[config.mk]
export PLATFORM = sky130hd
export DESIGN_NAME = pulse_train_gen
export DESIGN_NICKNAME = d
export VERILOG_FILES = /design/src/rtl/pulse_train_gen_pkg.sv /design/src/rtl/pulse_train_gen_phase_timer.sv /design/src/rtl/pulse_train_gen.sv
export SDC_FILE = /design/constraint.sdc
export NUM_CORES = 1
export LEC_CHECK = 0
export CAP_MARGIN = 20
export CORE_AREA = 10 10 57 68
export CTS_CLUSTER_DIAMETER = 100
export CTS_CLUSTER_SIZE = 8
export DETAILED_ROUTE_END_ITERATION = 6
export DIE_AREA = 0 0 67 78
export GPL_TIMING_DRIVEN = 0
export HOLD_SLACK_MARGIN = 0.06
export PLACE_DENSITY = 0.58
export SLEW_MARGIN = 20
export SYNTH_ARGS = -nofsm -noshare
export SYNTH_HDL_FRONTEND = slang
export SYNTH_HIERARCHICAL = 1
export SYNTH_SLANG_ARGS = --single-unit
[constraint.sdc]
create_clock -name clk -period 2.8 [get_ports clk]
set_input_delay 0.28 -clock clk [delete_from_list [all_inputs] [get_ports clk]]
set_output_delay 0.28 -clock clk [all_outputs]
set_load 0.05 [all_outputs]
[src/rtl/pulse_train_gen_pkg.sv]
`default_nettype none
// ============================================================================
// pulse_train_gen_pkg : shared FSM encoding and timer sizing helper
// Rev 1.0
// ============================================================================
package pulse_train_gen_pkg;

  localparam int C_STATE_W = 2;

  localparam logic [C_STATE_W-1:0] ST_IDLE = 2'd0;
  localparam logic [C_STATE_W-1:0] ST_HIGH = 2'd1;
  localparam logic [C_STATE_W-1:0] ST_LOW  = 2'd2;
  localparam logic [C_STATE_W-1:0] ST_DONE = 2'd3;

  // One spare bit so a phase length that is an exact power of two still fits.
  function automatic int timer_width(input int high_cyc, input int low_cyc);
    return $clog2((high_cyc > low_cyc) ? high_cyc : low_cyc) + 1;
  endfunction

endpackage
`default_nettype wire

[src/rtl/pulse_train_gen_phase_timer.sv]
`default_nettype none
// ============================================================================
// pulse_train_gen_phase_timer : loadable down-counter that saturates at zero
// Rev 1.0
// ============================================================================
module pulse_train_gen_phase_timer #(
  parameter int TIMER_W = 3
) (
  input  logic               clk,
  input  logic               rst,
  input  logic               load,
  input  logic [TIMER_W-1:0] load_value,
  output logic               zero
);

  logic [TIMER_W-1:0] value_q;
  logic [TIMER_W-1:0] value_d;

  always_comb begin
    value_d = value_q;
    if (load) begin
      value_d = load_value;
    end else if (value_q != '0) begin
      value_d = value_q - TIMER_W'(1);
    end
  end

  always_ff @(posedge clk or posedge rst) begin
    if (rst) begin
      value_q <= '0;
    end else begin
      value_q <= value_d;
    end
  end

  assign zero = (value_q == '0);

endmodule
`default_nettype wire

[src/rtl/pulse_train_gen.sv]
`default_nettype none
// ============================================================================
// pulse_train_gen : emits bursts of fixed-width pulses under start/busy/done
// Rev 1.0
// ============================================================================
module pulse_train_gen
  import pulse_train_gen_pkg::*;
#(
  parameter int CNT_W    = 3,
  parameter int HIGH_CYC = 2,
  parameter int LOW_CYC  = 3
) (
  input  logic             clk,
  input  logic             rst,
  input  logic             start,
  input  logic [CNT_W-1:0] count_in,
  input  logic             abort,
  output logic             pulse_out,
  output logic             busy,
  output logic             done,
  output logic [CNT_W-1:0] remaining
);

  localparam int TIMER_W = timer_width(HIGH_CYC, LOW_CYC);
  localparam logic [TIMER_W-1:0] C_HIGH_LOAD = TIMER_W'(HIGH_CYC - 1);
  localparam logic [TIMER_W-1:0] C_LOW_LOAD  = TIMER_W'(LOW_CYC - 1);

  if (HIGH_CYC < 1 || LOW_CYC < 1) begin : g_bad_params
    $error("pulse_train_gen: HIGH_CYC and LOW_CYC must both be >= 1");
  end

  logic [C_STATE_W-1:0] state_q, state_d;
  logic                 pulse_out_q, pulse_out_d;
  logic                 busy_q, busy_d;
  logic                 done_q, done_d;
  logic [CNT_W-1:0]     remaining_q, remaining_d;

  logic                 w_tmr_load;
  logic [TIMER_W-1:0]   w_tmr_load_value;
  logic                 w_tmr_zero;

  pulse_train_gen_phase_timer #(
    .TIMER_W (TIMER_W)
  ) u_phase_timer (
    .clk        (clk),
    .rst        (rst),
    .load       (w_tmr_load),
    .load_value (w_tmr_load_value),
    .zero       (w_tmr_zero)
  );

  always_comb begin
    state_d          = state_q;
    pulse_out_d      = 1'b0;
    busy_d           = 1'b0;
    done_d           = 1'b0;
    remaining_d      = remaining_q;
    w_tmr_load       = 1'b0;
    w_tmr_load_value = C_HIGH_LOAD;

    case (state_q)
      ST_IDLE: begin
        if (start) begin
          if (count_in != '0) begin
            state_d     = ST_HIGH;
            pulse_out_d = 1'b1;
            busy_d      = 1'b1;
            remaining_d = count_in;
            w_tmr_load  = 1'b1;
          end else begin
            state_d = ST_DONE;
            done_d  = 1'b1;
          end
        end
      end

      ST_HIGH: begin
        if (abort) begin
          state_d          = ST_IDLE;
          remaining_d      = '0;
          w_tmr_load       = 1'b1;
          w_tmr_load_value = '0;
        end else if (w_tmr_zero) begin
          state_d          = ST_LOW;
          busy_d           = 1'b1;
          w_tmr_load       = 1'b1;
          w_tmr_load_value = C_LOW_LOAD;
          if (remaining_q != '0) begin
            remaining_d = remaining_q - CNT_W'(1);
          end
        end else begin
          pulse_out_d = 1'b1;
          busy_d      = 1'b1;
        end
      end

      ST_LOW: begin
        if (abort) begin
          state_d          = ST_IDLE;
          remaining_d      = '0;
          w_tmr_load       = 1'b1;
          w_tmr_load_value = '0;
        end else if (w_tmr_zero) begin
          // The trailing low phase of the last pulse is complete here too.
          if (remaining_q != '0) begin
            state_d     = ST_HIGH;
            pulse_out_d = 1'b1;
            busy_d      = 1'b1;
            w_tmr_load  = 1'b1;
          end else begin
            state_d = ST_DONE;
            done_d  = 1'b1;
          end
        end else begin
          busy_d = 1'b1;
        end
      end

      default: begin
        state_d = ST_IDLE;
      end
    endcase
  end

  always_ff @(posedge clk or posedge rst) begin
    if (rst) begin
      state_q     <= ST_IDLE;
      pulse_out_q <= 1'b0;
      busy_q      <= 1'b0;
      done_q      <= 1'b0;
      remaining_q <= '0;
    end else begin
      state_q     <= state_d;
      pulse_out_q <= pulse_out_d;
      busy_q      <= busy_d;
      done_q      <= done_d;
      remaining_q <= remaining_d;
    end
  end

  assign pulse_out = pulse_out_q;
  assign busy      = busy_q;
  assign done      = done_q;
  assign remaining = remaining_q;

endmodule
`default_nettype wire
==> results.sh <==
export IMPL_status="completed"
export IMPL_vias=689
export IMPL_dieArea_mm2=0.00523
export IMPL_hpwl_mm=1.39
export IMPL_cp_data_required_time_ps=2970
export IMPL_finalPower_uw=1130
export IMPL_timing_slew_headroom_pct=66.4
export IMPL_coreArea_mm2=0.00265
export IMPL_whs_ps=188
export IMPL_rsz0062_at_grt="false"
export IMPL_synthCells=89
export IMPL_fin_skew_ps=0.288
export IMPL_dp_cells=135
export IMPL_fp_dieW_um=67
export IMPL_cts_resized_gates=0
export IMPL_layout_commonest_cell="inv_1"
export IMPL_start_util_pct=30.3
export IMPL_drc=0
export IMPL_synthFlopType="dfrtp_1"
export IMPL_final_seq_area_um2=275
export IMPL_finalSetupViolCount=0
export IMPL_multiInputGateArea_um2=472
export IMPL_period_needed_ps=2160
export IMPL_worst_pin_slew_ps=503
export IMPL_path_clk_slew_ps=70
export IMPL_layout_drive_gt1_share_pct=6.67
export IMPL_cp_data_arrival_time_ps=2330
export IMPL_overflow=0
export IMPL_clock_sinks=11
export IMPL_wl_per_cell_um=12.4
export IMPL_cp_max_fo=7
export IMPL_seq_area_frac_synth_pct=34.3
export IMPL_num_fill_cells=273
export IMPL_final_cells=139
export IMPL_grt_pass1_vias=652
export IMPL_start_kind="flip-flop"
export IMPL_finalMaxSlewViolations=0
export IMPL_clockRootBuffer="clkbuf_4"
export IMPL_ys_warn_count=6
export IMPL_antenna_found_initial=0
export IMPL_viasPerCell=4.96
export IMPL_port_buffers=12
export IMPL_min_path_type="in2async"
export IMPL_hold_buffers=0
export IMPL_nets=121
export IMPL_fin_area_um2=992
export IMPL_wl_mm=1.73
export IMPL_hold_violations=0
export IMPL_io_pin_count=13
export IMPL_p_leak_uw=0.000461
export IMPL_grt_max_degree=10
export IMPL_ys_seq_elements=11
export IMPL_cap_violations=0
export IMPL_end_kind="flip-flop"
export IMPL_ir_drop_v=0.000334
export IMPL_syn_area_per_cell_um2=9.03
export IMPL_area_growth_pct=23.5
export IMPL_ys_async_sr_fraction_pct=100
export IMPL_antenna_cells=0
export IMPL_yosys_area_top_type="dfrtp_1"
export IMPL_mostFrequentLayoutCells="inv_1, clkdlybuf4s50_1, dfrtp_1"
export IMPL_rr_worst_depth=7
export IMPL_setup_tns_ps=0
export IMPL_drt_first_pass_iters=4
export IMPL_grt_pass1_wl_mm=2.87
export IMPL_grt_use_total_pct=7.00
export IMPL_fp_dieH_um=78
export IMPL_drt_iter0_markers=35
export IMPL_post_cts_buffers=0
export IMPL_numCtsBuffers=3
export IMPL_fmax_mhz=463
export IMPL_p_per_area_mw_per_mm2=1140
export IMPL_syn_cell_area_um2=803
export IMPL_clockBufferDepth=2
export IMPL_routabilityCongestion=0.735
export IMPL_insertion_delay_ps=270
export IMPL_num_rows=21
export IMPL_criticalPathCategory="reg2reg"
export IMPL_cts_tree="yes"
export IMPL_yosysTopAreaCellShare_pct=34.3
export IMPL_synth_distinct_cells=33
export IMPL_place_area_um2=966
export IMPL_htreeDepth=1
export IMPL_synth_edf_count=0
export IMPL_finalCritPeriodShare_pct=77.1
export IMPL_antenna_left=0
export IMPL_syn_nets=104
export IMPL_synth_area_leaders="dfrtp_1, ha_1, inv_1"
report_power, final:
group | internal (uW) | switching (uW) | leakage [uW]
Sequential | 232 | 48.1 | 0.000137
Combinational | 307 | 438 | 0.000309
Clock | 55.3 | 55.0 | 0.0000150
Total | 594 | 541 | 0.000461
layer usage:
layer / GRT usage, % / vias up / wire length [um]
met4: 3.70 / 0 / 37
met5: 0 / - / 0
li1: - / 340 / -
met3: 2.73 / 5 / 154
met2: 11.1 / 23 / 857
met1: 7.76 / 321 / 679
per-stage QoR:
step	util, %	setup slack [ps]
final	37.4	641
after global routing	37.4	398
after CTS	37.4	619
after detailed placement	36.4	505
after global placement	36.4	525
after floorplan	-	725
state kept, by name, summed over array words and instances (netlist names):
signal	flops
busy	1
done	1
state_q	2
u_phase_timer/value_q	3
remaining	3
pulse_out	1
cell usage after synthesis, drive strengths merged, types with 3 or more instances:
| cell type | instances |
|---|---|
| ha | 8 |
| a21oi | 5 |
| inv | 15 |
| nand2 | 4 |
| nor2b | 6 |
| o21ai | 3 |
| nor2 | 5 |
| mux2i | 3 |
| dfrtp | 11 |
| nand2b | 3 |
final cells by class:
cell class / count / share of cell area (%)
inverters: 15 / 5.67
well taps: 34 / 4.29
flip-flops and latches: 11 / 27.7
multi-input cells: 63 / 47.5
clock buffers: 4 / 2.65
repair buffers: 12 / 12.1
worst max-delay path, cell delays in order (launching register included):
cell and delay [ps]:
dfrtp_1 410, inv_1 90, ha_1 260, inv_1 80, or3_1 430, a21oi_1 400, nor2b_1 100, a221oi_1 280
path summary, 6_finish.rpt:
check                           slack (ps)                   start                                    to
worst max-delay path                   640  state_q[1]$_DFFE_PP0P_  u_phase_timer/value_q[0]$_DFFE_PP0P_
worst min-delay path                   190                     rst  u_phase_timer/value_q[0]$_DFFE_PP0P_
worst max register to register         640  state_q[1]$_DFFE_PP0P_  u_phase_timer/value_q[0]$_DFFE_PP0P_
worst min register to register         550  state_q[1]$_DFFE_PP0P_                state_q[1]$_DFFE_PP0P_
max in group asynchronous             2250                     rst              remaining[1]$_DFFE_PP0P_
min in group clk                       550  state_q[1]$_DFFE_PP0P_                state_q[1]$_DFFE_PP0P_
cells by family (layout without fill, tap and decap cells):
logic type      Yosys count  in the layout  share of synthesized area, %
other cells               1              1                         0.467
mux                       4              4                          5.61
flops                    11             11                          34.3
fa+ha+maj                 8              8                          12.5
simple gates             26             26                          18.4
buf+inv                  15             31                          7.01
compound gates           23             23                          20.7
xor+xnor                  1              1                          1.09
No activity file was read; power rests on OpenSTA's default activity.
